--- config.mk ---
export PLATFORM = sky130hd
export DESIGN_NAME = min_frame_scheduler
export DESIGN_NICKNAME = d
export VERILOG_FILES = /design/src/rtl/min_sched_pkg.sv /design/src/rtl/min4_lane.sv /design/src/rtl/min_frame_scheduler.sv
export SDC_FILE = /design/constraint.sdc
export NUM_CORES = 1
export LEC_CHECK = 0
export CORE_ASPECT_RATIO = 0.7
export CORE_MARGIN = 8
export CORE_UTILIZATION = 48
export CTS_BUF_LIST = sky130_fd_sc_hd__clkbuf_8
export DETAILED_ROUTE_END_ITERATION = 12
export GPL_TIMING_DRIVEN = 0
export PLACE_DENSITY = 0.78
export SLEW_MARGIN = 10
export SYNTH_ARGS = -nofsm -noshare
export SYNTH_HDL_FRONTEND = slang
export SYNTH_SLANG_ARGS = --single-unit
--- constraint.sdc ---
create_clock -name clk -period 2.78 [get_ports clk]
set_input_delay 0.556 -clock clk [delete_from_list [all_inputs] [get_ports clk]]
set_output_delay 0.556 -clock clk [all_outputs]
set_load 0.02 [all_outputs]
--- src/rtl/min_sched_pkg.sv ---
// Shared types and default sizing for the frame-minimum scheduler.
package min_sched_pkg;

  localparam int DEF_DATA_W    = 8;
  localparam int DEF_MAX_BEATS = 16;

  // IDLE: no frame open, ACCUM: frame open, HOLD: result pending
  typedef enum logic [1:0] {
    IDLE  = 2'd0,
    ACCUM = 2'd1,
    HOLD  = 2'd2
  } state_t;

  typedef logic [1:0] lane_t;

endpackage

--- src/rtl/min4_lane.sv ---
// Combinational 4-input unsigned minimum with index of the first (lowest-lane) minimum.
module min4_lane
  import min_sched_pkg::*;
#(
  parameter int DATA_W = DEF_DATA_W
) (
  input  logic [DATA_W-1:0] lane_a,
  input  logic [DATA_W-1:0] lane_b,
  input  logic [DATA_W-1:0] lane_c,
  input  logic [DATA_W-1:0] lane_d,
  output logic [DATA_W-1:0] min_val,
  output lane_t             min_lane
);

  logic [DATA_W-1:0] min_ab, min_cd;
  lane_t             lane_ab, lane_cd;

  // Pairwise tree; strict compares keep the lower lane on ties at every level
  always_comb begin
    min_ab  = lane_a;
    lane_ab = 2'd0;
    if (lane_b < lane_a) begin
      min_ab  = lane_b;
      lane_ab = 2'd1;
    end
    min_cd  = lane_c;
    lane_cd = 2'd2;
    if (lane_d < lane_c) begin
      min_cd  = lane_d;
      lane_cd = 2'd3;
    end
    min_val  = min_ab;
    min_lane = lane_ab;
    if (min_cd < min_ab) begin
      min_val  = min_cd;
      min_lane = lane_cd;
    end
  end

endmodule

--- src/rtl/min_frame_scheduler.sv ---
// Frame-level minimum tracker: accepts 4-lane beats, keeps the running minimum and its
// first position, and presents one registered result per frame with full backpressure.
module min_frame_scheduler
  import min_sched_pkg::*;
#(
  parameter int DATA_W    = DEF_DATA_W,
  parameter int MAX_BEATS = DEF_MAX_BEATS,
  localparam int CNT_W    = $clog2(MAX_BEATS + 1),
  localparam int IDX_W    = $clog2(MAX_BEATS)
) (
  input  logic              clk,
  input  logic              areset_n,
  input  logic              in_valid,
  output logic              in_ready,
  input  logic [DATA_W-1:0] in_a,
  input  logic [DATA_W-1:0] in_b,
  input  logic [DATA_W-1:0] in_c,
  input  logic [DATA_W-1:0] in_d,
  input  logic              in_last,
  output logic              out_valid,
  input  logic              out_ready,
  output logic [DATA_W-1:0] out_min,
  output logic [IDX_W-1:0]  out_beat,
  output lane_t             out_lane,
  output logic [CNT_W-1:0]  out_beats
);

  state_t            state_q, state_d;
  logic [CNT_W-1:0]  cnt_q, cnt_d;
  logic [DATA_W-1:0] run_min_q, run_min_d;
  logic [IDX_W-1:0]  run_beat_q, run_beat_d;
  lane_t             run_lane_q, run_lane_d;
  logic [DATA_W-1:0] out_min_q, out_min_d;
  logic [IDX_W-1:0]  out_beat_q, out_beat_d;
  lane_t             out_lane_q, out_lane_d;
  logic [CNT_W-1:0]  out_beats_q, out_beats_d;

  logic [DATA_W-1:0] beat_min;
  lane_t             beat_lane;
  logic              accept;
  logic              beat_first;
  logic [CNT_W-1:0]  beat_idx;
  logic [CNT_W-1:0]  cnt_new;
  logic              close;
  logic              take_beat;
  logic [DATA_W-1:0] new_min;
  logic [IDX_W-1:0]  new_beat;
  lane_t             new_lane;

  min4_lane #(.DATA_W(DATA_W)) u_min4 (
    .lane_a   (in_a),
    .lane_b   (in_b),
    .lane_c   (in_c),
    .lane_d   (in_d),
    .min_val  (beat_min),
    .min_lane (beat_lane)
  );

  // Handshake signals depend only on state and out_ready, never on in_valid
  always_comb begin
    out_valid = (state_q == HOLD);
    in_ready  = (state_q != HOLD) || out_ready;
    accept    = in_valid && in_ready;
  end

  // Beat bookkeeping: a beat taken outside ACCUM opens a new frame and loads unconditionally
  always_comb begin
    beat_first = (state_q != ACCUM);
    beat_idx   = beat_first ? '0 : cnt_q;
    cnt_new    = beat_idx + CNT_W'(1);
    close      = in_last || (cnt_new == CNT_W'(MAX_BEATS));
    take_beat  = beat_first || (beat_min < run_min_q);
    new_min    = take_beat ? beat_min : run_min_q;
    new_beat   = take_beat ? beat_idx[IDX_W-1:0] : run_beat_q;
    new_lane   = take_beat ? beat_lane : run_lane_q;
  end

  // Next-state, running accumulator and output-stage update
  always_comb begin
    state_d     = state_q;
    cnt_d       = cnt_q;
    run_min_d   = run_min_q;
    run_beat_d  = run_beat_q;
    run_lane_d  = run_lane_q;
    out_min_d   = out_min_q;
    out_beat_d  = out_beat_q;
    out_lane_d  = out_lane_q;
    out_beats_d = out_beats_q;
    if (accept) begin
      run_min_d  = new_min;
      run_beat_d = new_beat;
      run_lane_d = new_lane;
      if (close) begin
        state_d     = HOLD;
        cnt_d       = '0;
        out_min_d   = new_min;
        out_beat_d  = new_beat;
        out_lane_d  = new_lane;
        out_beats_d = cnt_new;
      end else begin
        state_d = ACCUM;
        cnt_d   = cnt_new;
      end
    end else if (state_q == HOLD && out_ready) begin
      state_d = IDLE;
    end
  end

  // State and datapath registers
  always_ff @(posedge clk or negedge areset_n) begin
    if (!areset_n) begin
      state_q     <= IDLE;
      cnt_q       <= '0;
      run_min_q   <= '0;
      run_beat_q  <= '0;
      run_lane_q  <= '0;
      out_min_q   <= '0;
      out_beat_q  <= '0;
      out_lane_q  <= '0;
      out_beats_q <= '0;
    end else begin
      state_q     <= state_d;
      cnt_q       <= cnt_d;
      run_min_q   <= run_min_d;
      run_beat_q  <= run_beat_d;
      run_lane_q  <= run_lane_d;
      out_min_q   <= out_min_d;
      out_beat_q  <= out_beat_d;
      out_lane_q  <= out_lane_d;
      out_beats_q <= out_beats_d;
    end
  end

  assign out_min   = out_min_q;
  assign out_beat  = out_beat_q;
  assign out_lane  = out_lane_q;
  assign out_beats = out_beats_q;

endmodule
==> reports/results.ini, run 1 <==
[status]
outcome=finished with violations
violations=negative setup slack

[die]
die_w_um=108
core-area_sq_um=5730
initial_core_util_pct=49.8
num_rows=23
die_area_sq_um=8700
fp.dieH_um=80.5
ios=58

[route]
drcViolationCount=0
viasPerCell=6.60
vias=3327
wl_um=13100
first_pass_iters=5
initialDrtViolationCount=379
wl_per_cell_um=26.0
ant_nets=0

[logic_synthesis]
yosys.area.top_type_share_pct=35.1
synth.distinct_cells=47
ys_seq_area_share_pct=35.1
mappedNetlistArea_sq_um=2850
synth_edf_count=0
async_flop_share_pct=100
synth_flop_cell=dfrtp_1
syn_nets=371
synth_top_area_cell=dfrtp_1
ys.warnings.count=0
netlist_instances=304
synthMostInstantiatedCell=nand2_1
synth.avg_cell_area_sq_um=9.38
synth_area_leaders=dfrtp_1 35%, ha_1 13%, mux2i_1 6.3%, nand2_1 5.4%, inv_1 3.9%
ys_ff_latch=40
synth_common_cells=41 x nand2_1, 40 x dfrtp_1, 30 x ha_1, 30 x inv_1, 21 x a21oi_1

[power]
p_int_uw=2040
power_switching_uw=1510
p_sw_share_pct=42.6
clockPowerShare_pct=12.5
pwr-share-comb_pct=63.5
ir_drop_v=0.000560
p_per_area_nw_per_um2=738
power.leakage_uw=0.00212
pwr-share-seq_pct=24.1

[worst_setup_path]
worstSetupPathDepth=27
crit_type=input port to register
worst_r2r_path_depth=12
endpoint_kind=register
cp_top_family=compound AO/OA/AOI/OAI gates
worst-endpoint-required_ns=2.97
start_kind=input port
path_buf_inv=8
path_max_fanout=6
max_stage_delay_ns=0.44
cp_data_arrival_time_ns=5.44
slowest_stage=a2111o_1

[sta]
finalCriticalPeriod_ns=5.24
timing.fmax_mhz=191
tightestPinTransition_ns=0.623
maxSlewViolCount=0
setup_violations=33
relSlewSlack_pct=58.2
rsz0062_at_grt=true
post-route-period-util_pct=189
hold_violations=0
tns_ns=-67.62
finClkSkew_ns=0.00707
worst_slack_ns=-2.46

[placed_design]
gp_congestion=0.865
dp_cells=437
dpl_cell_area_sq_um=3600
portBuffers=57
dp_hpwl_um=5630
post-place-ws_ns=-3.48

[clock_network]
clockRootBuffer=clkbuf_8
cts-hold-fix-buffers=0
cts_buffer_depth=2
cts_tree=done
cts_made_buffers=5
htreeDepth=2
clk_pin_slew_ns=0.08
cts.sink_count=40
worstSkewPairLatency_ns=0.31

[global_route]
grt_usage_pct=25.3
grt_overflow=0
grt_max_degree=30
grt_first_pass_wirelength_um=17100
first_global_vias=3248
antenna_found_initial=0

[cells_and_area]
postLayoutCellArea_sq_um=4820
synthToLayoutAreaGrowth_pct=68.9
num_antenna_cells=0
fin_cells=504
drive_above_1_share_pct=49.2
final_nets=496

[hold_path]
hp-class=input port to async pin

[job]
cap_violations=0

placed cells by master (no fill, tap or decap), types with 5 or more instances in the layout:
cell / synthesis / layout
buf_4: 0 / 51
dfrtp_1: 40 / 40
nand2_1: 41 / 38
clkdlybuf4s50_1: 0 / 24
inv_1: 30 / 18
ha_4: 0 / 15
ha_1: 30 / 13
a21oi_2: 0 / 11
inv_2: 0 / 10
mux2i_4: 0 / 10
buf_2: 1 / 10
o21ai_1: 10 / 9
buf_6: 2 / 9
a21oi_4: 0 / 9
mux2_4: 5 / 8
nand3_1: 7 / 7
a31o_1: 7 / 7
clkbuf_8: 0 / 7
clkdlybuf4s15_2: 0 / 7
a22o_1: 6 / 6
clkdlybuf4s15_1: 0 / 6
mux2i_1: 18 / 5
nor2_1: 12 / 5
clkbuf_2: 0 / 5
flip-flops by register name, summed over array words and instances (netlist names):
register,cells
run_min_q,8
out_min,8
out_beats,5
run_lane_q,2
out_beat,4
state_q,2
run_beat_q,4
cnt_q,5
out_lane,2
power groups by stage:
stage          combinational, uW  clock [uW]  sequential, uW
2_1_floorplan                786           0             897
3_3_place_gp                1240           0             827
3_5_place_dp                1270           0             833
4_1_cts                     1790         421             826
5_1_grt                     2340         467             865
6_report                    2260         443             855
path summary, 6_finish.rpt:
| path | from | endpoint | slack [ns] |
|---|---|---|---|
| worst min-delay path | areset_n | out_beat[2] | 0.12 |
| worst min register to register | out_beats[1] | out_beats[1] | 0.50 |
| max in group asynchronous | areset_n | out_beats[4] | 2.21 |
| worst max register to register | state_q[1] | out_min[3] | -0.42 |
| min in group clk | out_beats[1] | out_beats[1] | 0.50 |
| worst max-delay path | in_c[3] | run_min_q[2] | -2.46 |
metal layers:
metal | up-vias | track usage [%] | routed length [um]
li1 | 1334 | - | -
met1 | 1610 | 31.2 | 4940
met2 | 293 | 41.2 | 6000
met3 | 90 | 6.16 | 1370
met4 | 0 | 10.8 | 806
met5 | - | 0 | 0
what timing repair did:
item | in CTS | in global routing
gates cloned | 2 | 1
setup endpoints to repair | 33 | 33
pin swaps | 47 | 26
buffers inserted | 52 | 8
resized for setup | 203 | 39
cell type report:
class                   instances  area [sq um]
plain buffers                   8          81.3
clock buffers                   7          96.3
fillers                       256           910
inverters                      30           123
multi-input cells             225          2370
flip-flops and latches         40          1000
well taps                      75          93.8
repair buffers                119          1060
logic make-up (layout without fill, tap and decap cells):
logic type,Yosys count,count (layout),synth area share (%)
simple gates,86,86,14.7
compound gates,78,78,19.4
flops,40,40,35.1
buf+inv,39,164,5.70
fa+ha+maj,30,30,13.2
mux,28,28,10.9
xor+xnor,3,3,0.922
metrics by stage:
stage | utilization, % | hold WS [ns] | total power (uW)
2_1_floorplan | - | 0.260 | 1680
3_3_place_gp | 62.6 | 0.469 | 2070
3_5_place_dp | 62.9 | 0.453 | 2110
4_1_cts | 81.0 | 0.134 | 3040
5_1_grt | 84.1 | 0.133 | 3670
6_report | 84.1 | 0.116 | 3550
(Power assumes the default switching activity.)
==> run 2, diff against run 1 <==
--- a/config.mk
+++ b/config.mk
@@ -10,7 +10,6 @@
 export CORE_UTILIZATION = 48
 export CTS_BUF_LIST = sky130_fd_sc_hd__clkbuf_8
 export DETAILED_ROUTE_END_ITERATION = 12
-export GPL_TIMING_DRIVEN = 0
 export PLACE_DENSITY = 0.78
 export SLEW_MARGIN = 10
 export SYNTH_ARGS = -nofsm -noshare
==> reports/results.ini, run 2 (synthesis results as in run 1) <==
[status]
outcome=finished with violations
violations=negative setup slack

[sta]
finalCriticalPeriod_ns=5.34  ; +0.0947 ns
rsz0062_at_grt=true
post-route-period-util_pct=192  ; +3.4 points
worst_slack_ns=-2.56  ; -0.0947 ns
tightestPinTransition_ns=0.909  ; +0.287 ns
setup_violations=28  ; -15%
hold_ws_ns=0.374  ; +0.258 ns
timing.fmax_mhz=187  ; -1.8%
relSlewSlack_pct=39.4  ; -19 points
hold_violations=0  ; unchanged
maxSlewViolCount=0  ; unchanged
finClkSkew_ns=0.0115  ; +0.00446 ns

[clock_network]
cts_made_buffers=5  ; unchanged
worstSkewPairLatency_ns=0.30  ; about the same
cts_tree=done
htreeDepth=2  ; unchanged
cts_buffer_depth=2  ; unchanged
cts-hold-fix-buffers=0  ; unchanged
clockRootBuffer=clkbuf_8
cts.sink_count=40  ; unchanged
clk_pin_slew_ns=0.09  ; about the same

[cells_and_area]
synthToLayoutAreaGrowth_pct=77.5
num_antenna_cells=0  ; unchanged
final_common_cell=buf_4
mostFrequentLayoutCells=103 x buf_4, 40 x nand2_1, 40 x dfrtp_1
postLayoutCellArea_sq_um=5060  ; +5.1%
final_nets=541  ; +9.1%
fill_cells=214  ; -16%
drive_above_1_share_pct=48.4  ; -0.76 points

[global_route]
grt_max_degree=41  ; +37%
grt_first_pass_wirelength_um=18500  ; +7.8%
grt_overflow=0  ; unchanged
antenna_found_initial=0  ; unchanged
first_global_vias=3506  ; +7.9%
grt_usage_pct=27.3  ; +2.0 points

[route]
ant_nets=0  ; unchanged
wl_per_cell_um=26.1  ; +0.23%
wl_um=14300  ; +9.4%
viasPerCell=6.62  ; +0.28%
vias=3641  ; +9.4%
initialDrtViolationCount=377  ; -0.53%
drcViolationCount=0  ; unchanged
first_pass_iters=5  ; unchanged

[worst_setup_path]
start_kind=input port
worst-endpoint-required_ns=3.01  ; +0.04 ns
cp_data_arrival_time_ns=5.57  ; +0.13 ns
path_max_fanout=7  ; +1
crit_type=input port to register
endpoint_kind=register

[die]
die_area_sq_um=8700  ; unchanged
initial_core_util_pct=49.8  ; unchanged
fp.dieH_um=80.5  ; unchanged
num_rows=23  ; unchanged
die_w_um=108  ; unchanged
ios=58  ; unchanged
core-area_sq_um=5730  ; unchanged

[power]
power.leakage_uw=0.00237  ; +12%
p_per_area_nw_per_um2=762  ; +3.3%
power.total_uw=3860  ; +8.5%
ir_drop_v=0.000744  ; +33%

[hold_path]
hp-class=input port to async pin

[placed_design]
dp_hpwl_um=6320  ; +12%
dpl_cell_area_sq_um=4010  ; +11%
gp_congestion=0.819  ; -5.3%
portBuffers=57  ; unchanged

[job]
cap_violations=0  ; unchanged

[run 2: final timing paths]
path | start | to | slack (ns) | cells past startpoint
max reg2reg | state_q[1] | out_min[1] | -0.01 | 11
max in group asynchronous | areset_n | cnt_q[4] | 1.82 | 1
max | in_a[1] | out_min[1] | -2.56 | 23
min in group clk | out_beats[3] | out_beats[3] | 0.51 | 2
min | areset_n | out_beat[3] | 0.37 | 1
min reg2reg | out_beats[3] | out_beats[3] | 0.51 | 2
[run 2: cell type report]
cell class | count | area, sq um | share of cell area (%)
multi-input cells | 225 | 2220 | 43.8
repair buffers | 172 | 1470 | 29.0
flip-flops and latches | 40 | 1000 | 19.8
inverters | 30 | 123 | 2.42
well taps | 75 | 93.8 | 1.85
clock inverters | 3 | 90.1 | 1.78
clock buffers | 5 | 68.8 | 1.36
[run 2: repair_timing]
item / in CTS / in global routing
endpoints found under the setup margin: 28 / 33
resized for setup: 127 / 43
cloned: 1 / 0
setup buffers: 38 / 14
pin swaps: 43 / 26
hold endpoints to repair: 0 / 0
[run 2: routing by layer]
| layer | GRT usage, % | wire, um | vias to the layer above |
|---|---|---|---|
| li1 | - | - | 1423 |
| met1 | 32.2 | 5080 | 1714 |
| met2 | 45.1 | 6540 | 364 |
| met3 | 7.51 | 1600 | 140 |
| met4 | 13.1 | 1130 | 0 |
| met5 | 0 | 0 | - |
[run 2: power breakdown]
group | internal, uW | total, uW | switching, uW
clock | 449 | 677 | 228
combinational | 1140 | 2300 | 1160
sequential | 732 | 876 | 144
[run 2: metrics by stage]
| stage | setup TNS (ns) | instances | setup WS (ns) | utilization [%] |
|---|---|---|---|---|
| 6_report | -69.00 | 550 | -2.56 | 88.4 |
| 5_1_grt | -70.44 | 550 | -2.58 | 88.4 |
| 4_1_cts | -57.32 | 537 | -2.10 | 83.5 |
| 3_5_place_dp | -80.03 | 491 | -2.97 | 70.1 |
| 3_3_place_gp | -75.73 | 491 | -2.78 | 70.1 |
| 2_1_floorplan | -55.79 | 304 | -2.14 | - |
[run 2: critical path, cell delays in order]
cell and delay (ns):
buf_8 0.10, inv_4 0.05, ha_4 0.18, a2111o_1 0.44, a311o_2 0.46, buf_6 0.16
mux2i_4 0.26, ha_4 0.27, nand4_1 0.20, a21oi_2 0.08, or2_4 0.29, nor2_4 0.18
buf_4 0.20, mux2i_1 0.35, ha_1 0.26, nand3_1 0.15, or2_1 0.27, o31ai_4 0.27
buf_6 0.16, nand2_8 0.06, buf_4 0.18, o31ai_1 0.28, a31o_1 0.16
